File: src/rtl/sha2_msg_sched_if.sv
// Valid/ready bundle for the SHA-2 message-schedule unit: message-word input stream,
// schedule-word output stream, block start and busy status.
interface sha2_msg_sched_if #(
  parameter int WORD_W = 32,
  parameter int ROUNDS = 64
);
  localparam int IDX_W = $clog2(ROUNDS);

  logic              start_i;
  logic              in_valid_i;
  logic [WORD_W-1:0] in_data_i;
  logic              in_ready_o;
  logic              out_valid_o;
  logic [WORD_W-1:0] out_data_o;
  logic [IDX_W-1:0]  out_idx_o;
  logic              out_last_o;
  logic              out_ready_i;
  logic              busy_o;

  modport master (
    output start_i, in_valid_i, in_data_i, out_ready_i,
    input  in_ready_o, out_valid_o, out_data_o, out_idx_o, out_last_o, busy_o
  );

  modport slave (
    input  start_i, in_valid_i, in_data_i, out_ready_i,
    output in_ready_o, out_valid_o, out_data_o, out_idx_o, out_last_o, busy_o
  );
endinterface

File: src/rtl/sha2_msg_sched.sv
// Streaming SHA-2 message schedule: loads 16 words, then emits W[0..ROUNDS-1] one per cycle.
// Optional macro SCHED_ABORT_EN adds abort_i to cancel a block in LOAD or EMIT.
module sha2_msg_sched #(
  parameter int WORD_W = 32,
  parameter int ROUNDS = 64
) (
  input  logic              clk,
  input  logic              n_reset,
`ifdef SCHED_ABORT_EN
  input  logic              abort_i,
`endif
  sha2_msg_sched_if.slave   bus
);
  localparam int IDX_W = $clog2(ROUNDS);
  localparam logic [IDX_W-1:0] LAST_IDX = IDX_W'(ROUNDS - 1);

  if (WORD_W != 32 && WORD_W != 64) begin : g_bad_word_w
    $error("sha2_msg_sched: WORD_W must be 32 or 64");
  end
  if (ROUNDS < 16 || ROUNDS > 128) begin : g_bad_rounds
    $error("sha2_msg_sched: ROUNDS must be in 16..128");
  end

  typedef enum logic [1:0] {
    S_IDLE = 2'd0,
    S_LOAD = 2'd1,
    S_EMIT = 2'd2
  } state_t;

  state_t            r_state;
  state_t            w_state_next;
  logic [WORD_W-1:0] r_win [16];
  logic [WORD_W-1:0] w_win_next [16];
  logic [3:0]        r_cnt;
  logic [3:0]        w_cnt_next;
  logic [IDX_W-1:0]  r_t;
  logic [IDX_W-1:0]  w_t_next;
  logic              w_in_ready;
  logic              w_out_valid;
  logic              w_clear;
  logic              w_abort;
  logic              w_shift;
  logic [WORD_W-1:0] w_ss0;
  logic [WORD_W-1:0] w_ss1;
  logic [WORD_W-1:0] w_n;
  logic [WORD_W-1:0] w_shift_in;

`ifdef SCHED_ABORT_EN
  assign w_abort = abort_i;
`else
  assign w_abort = 1'b0;
`endif

  // Small sigmas on the window taps feeding the next schedule word
  if (WORD_W == 64) begin : g_sig64
    assign w_ss0 = {r_win[1][0:0],   r_win[1][WORD_W-1:1]}
                 ^ {r_win[1][7:0],   r_win[1][WORD_W-1:8]}
                 ^ (r_win[1] >> 7);
    assign w_ss1 = {r_win[14][18:0], r_win[14][WORD_W-1:19]}
                 ^ {r_win[14][60:0], r_win[14][WORD_W-1:61]}
                 ^ (r_win[14] >> 6);
  end else begin : g_sig32
    assign w_ss0 = {r_win[1][6:0],   r_win[1][WORD_W-1:7]}
                 ^ {r_win[1][17:0],  r_win[1][WORD_W-1:18]}
                 ^ (r_win[1] >> 3);
    assign w_ss1 = {r_win[14][16:0], r_win[14][WORD_W-1:17]}
                 ^ {r_win[14][18:0], r_win[14][WORD_W-1:19]}
                 ^ (r_win[14] >> 10);
  end

  assign w_n = w_ss1 + r_win[9] + w_ss0 + r_win[0];

  always_comb begin
    w_state_next = r_state;
    w_cnt_next   = r_cnt;
    w_t_next     = r_t;
    w_in_ready   = 1'b0;
    w_out_valid  = 1'b0;
    w_clear      = 1'b0;
    case (r_state)
      S_IDLE: begin
        if (bus.start_i) w_state_next = S_LOAD;
      end
      S_LOAD: begin
        w_in_ready = 1'b1;
        if (bus.in_valid_i) begin
          w_cnt_next = r_cnt + 4'd1;
          if (r_cnt == 4'd15) begin
            w_state_next = S_EMIT;
            w_t_next     = '0;
          end
        end
      end
      S_EMIT: begin
        w_out_valid = 1'b1;
        if (bus.out_ready_i) begin
          if (r_t == LAST_IDX) begin
            w_state_next = S_IDLE;
            w_t_next     = '0;
          end else begin
            w_t_next = r_t + 1'b1;
          end
        end
      end
      default: w_state_next = S_IDLE;
    endcase
    // Abort wins over any transfer in the same cycle
    if (w_abort && r_state != S_IDLE) begin
      w_state_next = S_IDLE;
      w_cnt_next   = '0;
      w_t_next     = '0;
      w_clear      = 1'b1;
      w_in_ready   = w_in_ready;
    end
  end

  assign w_shift    = (w_in_ready && bus.in_valid_i) || (w_out_valid && bus.out_ready_i);
  assign w_shift_in = (r_state == S_LOAD) ? bus.in_data_i : w_n;

  for (genvar gi = 0; gi < 16; gi++) begin : g_win
    if (gi == 15) begin : g_tail
      assign w_win_next[gi] = w_clear ? '0 : (w_shift ? w_shift_in : r_win[gi]);
    end else begin : g_body
      assign w_win_next[gi] = w_clear ? '0 : (w_shift ? r_win[gi+1] : r_win[gi]);
    end
  end

  always_ff @(posedge clk or negedge n_reset) begin
    if (!n_reset) r_state <= S_IDLE;
    else          r_state <= w_state_next;
  end

  always_ff @(posedge clk or negedge n_reset) begin
    if (!n_reset) begin
      r_cnt <= '0;
      r_t   <= '0;
      for (int i = 0; i < 16; i++) r_win[i] <= '0;
    end else begin
      r_cnt <= w_cnt_next;
      r_t   <= w_t_next;
      r_win <= w_win_next;
    end
  end

  assign bus.in_ready_o  = w_in_ready;
  assign bus.out_valid_o = w_out_valid;
  assign bus.out_data_o  = r_win[0];
  assign bus.out_idx_o   = r_t;
  assign bus.out_last_o  = w_out_valid && (r_t == LAST_IDX);
  assign bus.busy_o      = (r_state != S_IDLE);
endmodule

File: src/flat_wrapper.sv
// flat-port wrapper written by rule: the top's interface ports become plain ports
module sha2_msg_sched_flat 
#(
  parameter int WORD_W = 32,
  parameter int ROUNDS = 64
)
  (clk, n_reset, bus_start_i, bus_in_valid_i, bus_in_data_i, bus_out_ready_i, bus_in_ready_o, bus_out_valid_o, bus_out_data_o, bus_out_idx_o, bus_out_last_o, bus_busy_o);
  sha2_msg_sched_if #(.WORD_W(WORD_W), .ROUNDS(ROUNDS)) bus_i ();
  input  logic clk;
  input  logic n_reset;
  input wire logic [$bits(bus_i.start_i)-1:0] bus_start_i;
  input wire logic [$bits(bus_i.in_valid_i)-1:0] bus_in_valid_i;
  input wire logic [$bits(bus_i.in_data_i)-1:0] bus_in_data_i;
  input wire logic [$bits(bus_i.out_ready_i)-1:0] bus_out_ready_i;
  output wire logic [$bits(bus_i.in_ready_o)-1:0] bus_in_ready_o;
  output wire logic [$bits(bus_i.out_valid_o)-1:0] bus_out_valid_o;
  output wire logic [$bits(bus_i.out_data_o)-1:0] bus_out_data_o;
  output wire logic [$bits(bus_i.out_idx_o)-1:0] bus_out_idx_o;
  output wire logic [$bits(bus_i.out_last_o)-1:0] bus_out_last_o;
  output wire logic [$bits(bus_i.busy_o)-1:0] bus_busy_o;
  assign bus_i.start_i = bus_start_i;
  assign bus_i.in_valid_i = bus_in_valid_i;
  assign bus_i.in_data_i = bus_in_data_i;
  assign bus_i.out_ready_i = bus_out_ready_i;
  assign bus_in_ready_o = bus_i.in_ready_o;
  assign bus_out_valid_o = bus_i.out_valid_o;
  assign bus_out_data_o = bus_i.out_data_o;
  assign bus_out_idx_o = bus_i.out_idx_o;
  assign bus_out_last_o = bus_i.out_last_o;
  assign bus_busy_o = bus_i.busy_o;
  sha2_msg_sched #(.WORD_W(WORD_W), .ROUNDS(ROUNDS)) u_core (.clk(clk), .n_reset(n_reset), .bus(bus_i));
endmodule
File: config.mk
export PLATFORM = sky130hd
export DESIGN_NAME = sha2_msg_sched_flat
export DESIGN_NICKNAME = d
export VERILOG_FILES = /design/src/rtl/sha2_msg_sched_if.sv /design/src/rtl/sha2_msg_sched.sv /design/src/flat_wrapper.sv
export SDC_FILE = /design/constraint.sdc
export NUM_CORES = 1
export LEC_CHECK = 0
export CAP_MARGIN = 40
export CELL_PAD_IN_SITES_DETAIL_PLACEMENT = 0
export CELL_PAD_IN_SITES_GLOBAL_PLACEMENT = 1
export CORE_MARGIN = 2
export CORE_UTILIZATION = 48
export DETAILED_ROUTE_END_ITERATION = 6
export PLACE_DENSITY_LB_ADDON = 0.15
export SLEW_MARGIN = 10
export SYNTH_ARGS = -nofsm -noshare
export SYNTH_HDL_FRONTEND = slang
export SYNTH_SLANG_ARGS = --single-unit
File: constraint.sdc
create_clock -name clk -period 4.6 [get_ports clk]
set_input_delay 0.69 -clock clk [delete_from_list [all_inputs] [get_ports clk]]
set_output_delay 0.69 -clock clk [all_outputs]
set_load 0.02 [all_outputs]
# Yosys cells after proc, flatten, opt, wreduce, memory -nomap -nowiden
# Cells that the tools add are included.
[totals] regBits=524 in_bits=37 out_inout_bits=42 elab_cells=61
[classes] addsub=5 eq_ne=9 mux=14 bitwise_logic=4 n_reduce_logical=10
[op_table] op="32-bit adder" n=3
[op_table] op="32-bit XOR" n=2
[op_table] op="32-bit 2-to-1 mux" n=1
[op_table] op="32-bit by 22-bit XOR with 32-bit output" n=1
[op_table] op="32-bit by 29-bit XOR with 32-bit output" n=1
[op_table] op="6-bit 2-to-1 mux" n=4
[op_table] op="6-bit one-hot mux with 2 select lines" n=1
[op_table] op="2-bit 2-to-1 mux" n=5
[op_table] op="6-bit by 1-bit adder with 6-bit output, second input constant" n=1
[op_table] op="6-bit == test, second input constant" n=1
[op_table] op="2-bit inequality test, second input constant" n=3
[op_table] op="2-bit one-hot mux with 3 select lines" n=1
[op_table] op="5-bit AND reduction" n=1
[op_table] op="4-bit by 1-bit adder with 4-bit output, second input constant" n=1
[op_table] op="4-bit == test, second input constant" n=1
[op_table] op="2-bit by 1-bit inequality test with 1-bit output, second input constant" n=2
[op_table] op="4-bit AND reduction" n=1
[op_table] op="2-bit nonzero test" n=2
[op_table] op="1-bit logical AND" n=3
[op_table] op="2-bit by 1-bit == test with 1-bit output, second input constant" n=1
[op_table] op="2-bit == test, second input constant" n=1
[op_table] op="2-bit logical NOT" n=1
[op_table] op="1-bit 2-to-1 mux" n=2
[op_table] op="2-bit AND reduction" n=1
[op_table] op="1-bit logical OR" n=1

# Longest topological paths before layout
[depth] ltp_word=6 ltp_mapped=17 ltp_nobuf=16

# Worst setup path after synthesis
# Ideal clock, no wire load.
[synth_timing] path_kind="register to register" startpoint="register u_core.r_win[52] in the netlist's numbering" endpoint="register u_core.r_win[27] in the netlist's numbering" arrival_time_ns=3.834 required_time_ns=4.478 path_slack_ns=0.645 path_stages_with_launch=18 n_path_buf=1 path_cell_list="dfrtp_1 -> clkbuf_1 -> xnor2_1 -> xnor2_1 -> fa_1 -> inv_1 -> fa_1 -> inv_1 -> ha_1 -> inv_1 -> fa_1 -> and2b_2 -> o2111ai_4 -> a2111oi_4 -> nor3b_2 -> o31ai_4 -> mux2i_1 -> nand2_1"
[synth_via] elab_chain_cells=6
[synth_lines] item="from (decl)" line_no="sha2_msg_sched.sv:32" source="logic [WORD_W-1:0] r_win [16];"
[synth_lines] item="from (signal assigned)" line_no="sha2_msg_sched.sv:141" source="r_win <= w_win_next;"
[synth_lines] item="32-bit XOR" line_no="sha2_msg_sched.sv:67" source="^ {r_win[14][18:0], r_win[14][WORD_W-1:19]}"
[synth_lines] item="32-bit by 22-bit XOR with 32-bit output (*)" line_no="sha2_msg_sched.sv:68" source="^ (r_win[14] >> 10);"
[synth_lines] item="32-bit adder (*) (3 in series)" line_no="sha2_msg_sched.sv:71" source="assign w_n = w_ss1 + r_win[9] + w_ss0 + r_win[0];"
[synth_lines] item="32-bit 2-to-1 mux (*)" line_no="sha2_msg_sched.sv:118" source="assign w_shift_in = (r_state == S_LOAD) ? bus.in_data_i : w_n;"
# Every way passes the cells marked *; elsewhere a longest branch is shown, timed or not.
# A chain may end at the register's enable or synchronous reset.

# Final worst setup path
# Ends and elaborated chain as after synthesis.

==> flow_metrics.py <==
metrics = {
    "sta": {
        "hold_viol": 0,
        "maxSlewHeadroom_pct": 44.7,
        "grt_setup_unrepaired": "yes",
        "fin_crit_sh_pct": 96.6,
        "finalSetupTns_ns": 0,
        "slew_violations": 0,
        "worstMarginPinSlew_ns": 0.830,
        "setup_viol": 0,
        "skew_ns": 0.0178,
        "period_needed_ns": 4.44,
        "fmax_mhz": 225,
    },
    "setup_path": {
        "ff2ff_setup_slack_ns": 0.16,
        "r2r_cells": 16,
        "cp_max_fo": 5,
        "endpoint_kind": "flop",
        "required_ns": 5.09,
        "crit_slowest_cell": "fa_1",
        "crit_arrival_ns": 4.94,
        "worstSetupPathType": "flop to flop",
        "r2r-end": "u_core.r_win[27]",
        "worstPathCellList": "xnor2_1, xnor2_1, fa_1, inv_1, fa_1, inv_1, ha_1, inv_1, fa_1, and2b_2, o2111ai_4, a2111oi_4, nor3b_2, o31ai_4, mux2i_1, nand2_1",
        "r2r-start": "u_core.r_win[52]",
        "startpoint_type": "flop",
        "slowest_delay_ns": 0.48,
    },
    "floorplanning": {
        "dieArea_mm2": 0.0537,
        "chipHeight_um": 232,
        "fp.coreArea_mm2": 0.0513,
        "start_util_pct": 48.5,
        "row_count": 83,
        "die_w_um": 232,
        "pin_count": 79,
    },
    "clock_tree": {
        "cts_resized": 0,
        "postCtsHoldBufs": 0,
        "cts_sinks": 524,
        "clk_path_buf_depth": 3,
        "cts_max_level": 2,
        "cts-root-buf": "clkbuf_16",
        "clk_pin_slew_worst_paths_ns": 0.06,
        "cts_tree": "built",
        "cts_made_buffers": 56,
        "postCtsSetupRepairBufs": 0,
        "clkLatencyLatePin_ns": 0.61,
    },
    "place": {
        "port_buffers": 78,
        "dp_hpwl_um": 47700,
        "gp_congestion": 0.910,
    },
    "layout": {
        "area_growth_pct": 12.0,
        "finalNetCount": 2952,
        "antenna_cells": 0,
        "drive_gt1_share_pct": 5.34,
    },
    "synthesis": {
        "ys_seq_area_share_pct": 52.7,
        "ys.flop_type": "dfrtp_1",
        "muxShareOfSynthArea_pct": 0.211,
        "synth_warnings": 0,
        "synth_cell_types": 60,
        "synth_area_per_cell_um2": 8.70,
        "synthXorXnorAreaFrac_pct": 5.21,
        "synthAdderAreaFrac_pct": 6.64,
        "synth.largest_area_cell": "dfrtp_1",
        "synth_edf_count": 0,
        "synth_nets": 2992,
        "yosys.area_share.simple_pct": 23.9,
        "synth.most_common_cell": "nand2_1",
        "synth_compound_area_share_pct": 4.87,
        "synth_seq_cells": 524,
        "async_reset_ff_share_pct": 100,
        "syn_area_mm2": 0.0249,
        "synthCells": 2860,
        "synth_top_family_by_area": "simple AND/OR/NAND/NOR gates",
        "yosysTopAreaCellShare_pct": 52.7,
        "synth_commonest_cells": "nand2_1 (1434), dfrtp_1 (524), inv_1 (143)",
        "synthTopCellsByArea": "dfrtp_1 (53%), nand2_1 (22%), fa_1 (5.0%), xnor2_1 (4.2%), buf_2 (2.2%)",
    },
    "drt": {
        "ant_nets": 0,
        "drt-total-wl_um": 66600,
        "drcViolationCount": 0,
        "wl_per_cell_um": 18.8,
        "first_iter_violations": 1405,
        "dr.pass1.iters": 5,
        "vias_per_cell": 5.03,
        "vias": 17800,
    },
    "min_path": {
        "hold_path_class": "input pin to asynchronous set/reset pin",
    },
    "global_route": {
        "antenna_found_initial": 0,
        "grt_max_degree": 118,
        "grt_pass1_wl_um": 104000,
        "track_usage_pct": 25.5,
        "grt-ovfl-total": 0,
        "grt_pass1_vias": 17200,
    },
    "job": {
        "cap_violations": 0,
    },
    "run_status": {
        "status": "complete, no violations",
    },
}
-- critical path: cells and delay by family (launching register included) --
| kind | cells | cell delay (ns) |
|---|---|---|
| muxes | 1 | 0.23 |
| buffers and inverters | 3 | 0.25 |
| xor gates and xnor gates | 2 | 0.50 |
| DFF | 1 | 0.44 |
| and+or+nand+nor | 3 | 0.47 |
| adders and majority gates | 4 | 1.49 |
| AOI/OAI and AO/OA | 3 | 0.94 |
-- area by class of cell --
class	count	area, um^2
fillers	4868	23400
flip-flops and latches	524	13100
multi-input cells	1978	10200
clock buffers	89	1770
repair buffers	117	1250
well taps	680	851
inverters	143	537
clock inverters	16	176
-- stage by stage --
stage / utilization [%] / hold slack, ns / std cells / worst slack (ns) / cell area (um^2)
6_report: 54.4 / 0.133 / 3547 / 0.157 / 27900
2_1_floorplan: - / 0.394 / 2860 / 0.645 / 24900
5_1_grt: 54.4 / 0.169 / 3547 / -0.0130 / 27900
4_1_cts: 54.4 / 0.149 / 3547 / 0.225 / 27900
3_5_place_dp: 50.6 / 0.453 / 3442 / 0.236 / 25900
3_3_place_gp: 50.6 / 0.448 / 3442 / 0.284 / 25900
-- metal layers --
metal	GRT usage [%]	part of all wire, %	up-vias
met5	1.38	0.15	-
met4	6.57	2.3	2
met3	5.82	6.0	91
met2	39.6	46	328
met1	36.2	45	8792
li1	-	-	8614
-- worst max-delay path by stage --
| stage | start | slack [ns] | endpoint | cells after the start |
|---|---|---|---|---|
| after floorplan | u_core.r_win[52] | 0.64 | u_core.r_win[27] | 17 |
| after global placement | u_core.r_win[52] | 0.28 | u_core.r_win[27] | 16 |
| after detailed placement | u_core.r_win[52] | 0.24 | u_core.r_win[27] | 16 |
| after CTS | u_core.r_win[52] | 0.23 | u_core.r_win[27] | 16 |
| after global routing | u_core.r_win[52] | -0.01 | u_core.r_win[27] | 16 |
| final | u_core.r_win[52] | 0.16 | u_core.r_win[27] | 16 |
-- layout by cell type (no fill, tap or decap), types with 33 or more instances in the layout --
cell,instances
nand2_1,1433
dfrtp_1,524
inv_1,143
xnor2_1,119
clkdlybuf4s50_1,77
fa_1,62
o21ai_0,59
clkbuf_16,57
a21oi_1,51
nor2_1,40
ha_1,33
-- sequential cells by signal (all words and copies together), names as in the netlist --
signal / flops
u_core.bus.out_idx_o: 6
u_core.r_state: 2
u_core.r_cnt: 4
u_core.r_win: 480
u_core.bus.out_data_o: 32
-- cells by family (layout without fill, tap and decap cells) --
| logic type | count (synthesis) | count (layout) |
|---|---|---|
| mux | 5 | 5 |
| flops | 524 | 524 |
| xor+xnor | 148 | 148 |
| buf+inv | 358 | 365 |
| simple gates | 1543 | 1543 |
| compound gates | 187 | 187 |
| fa+ha+maj | 95 | 95 |
Power is left out: the tool's default activity adds up to more than one toggle a clock period on the data nets, which glitch-free logic cannot reach.
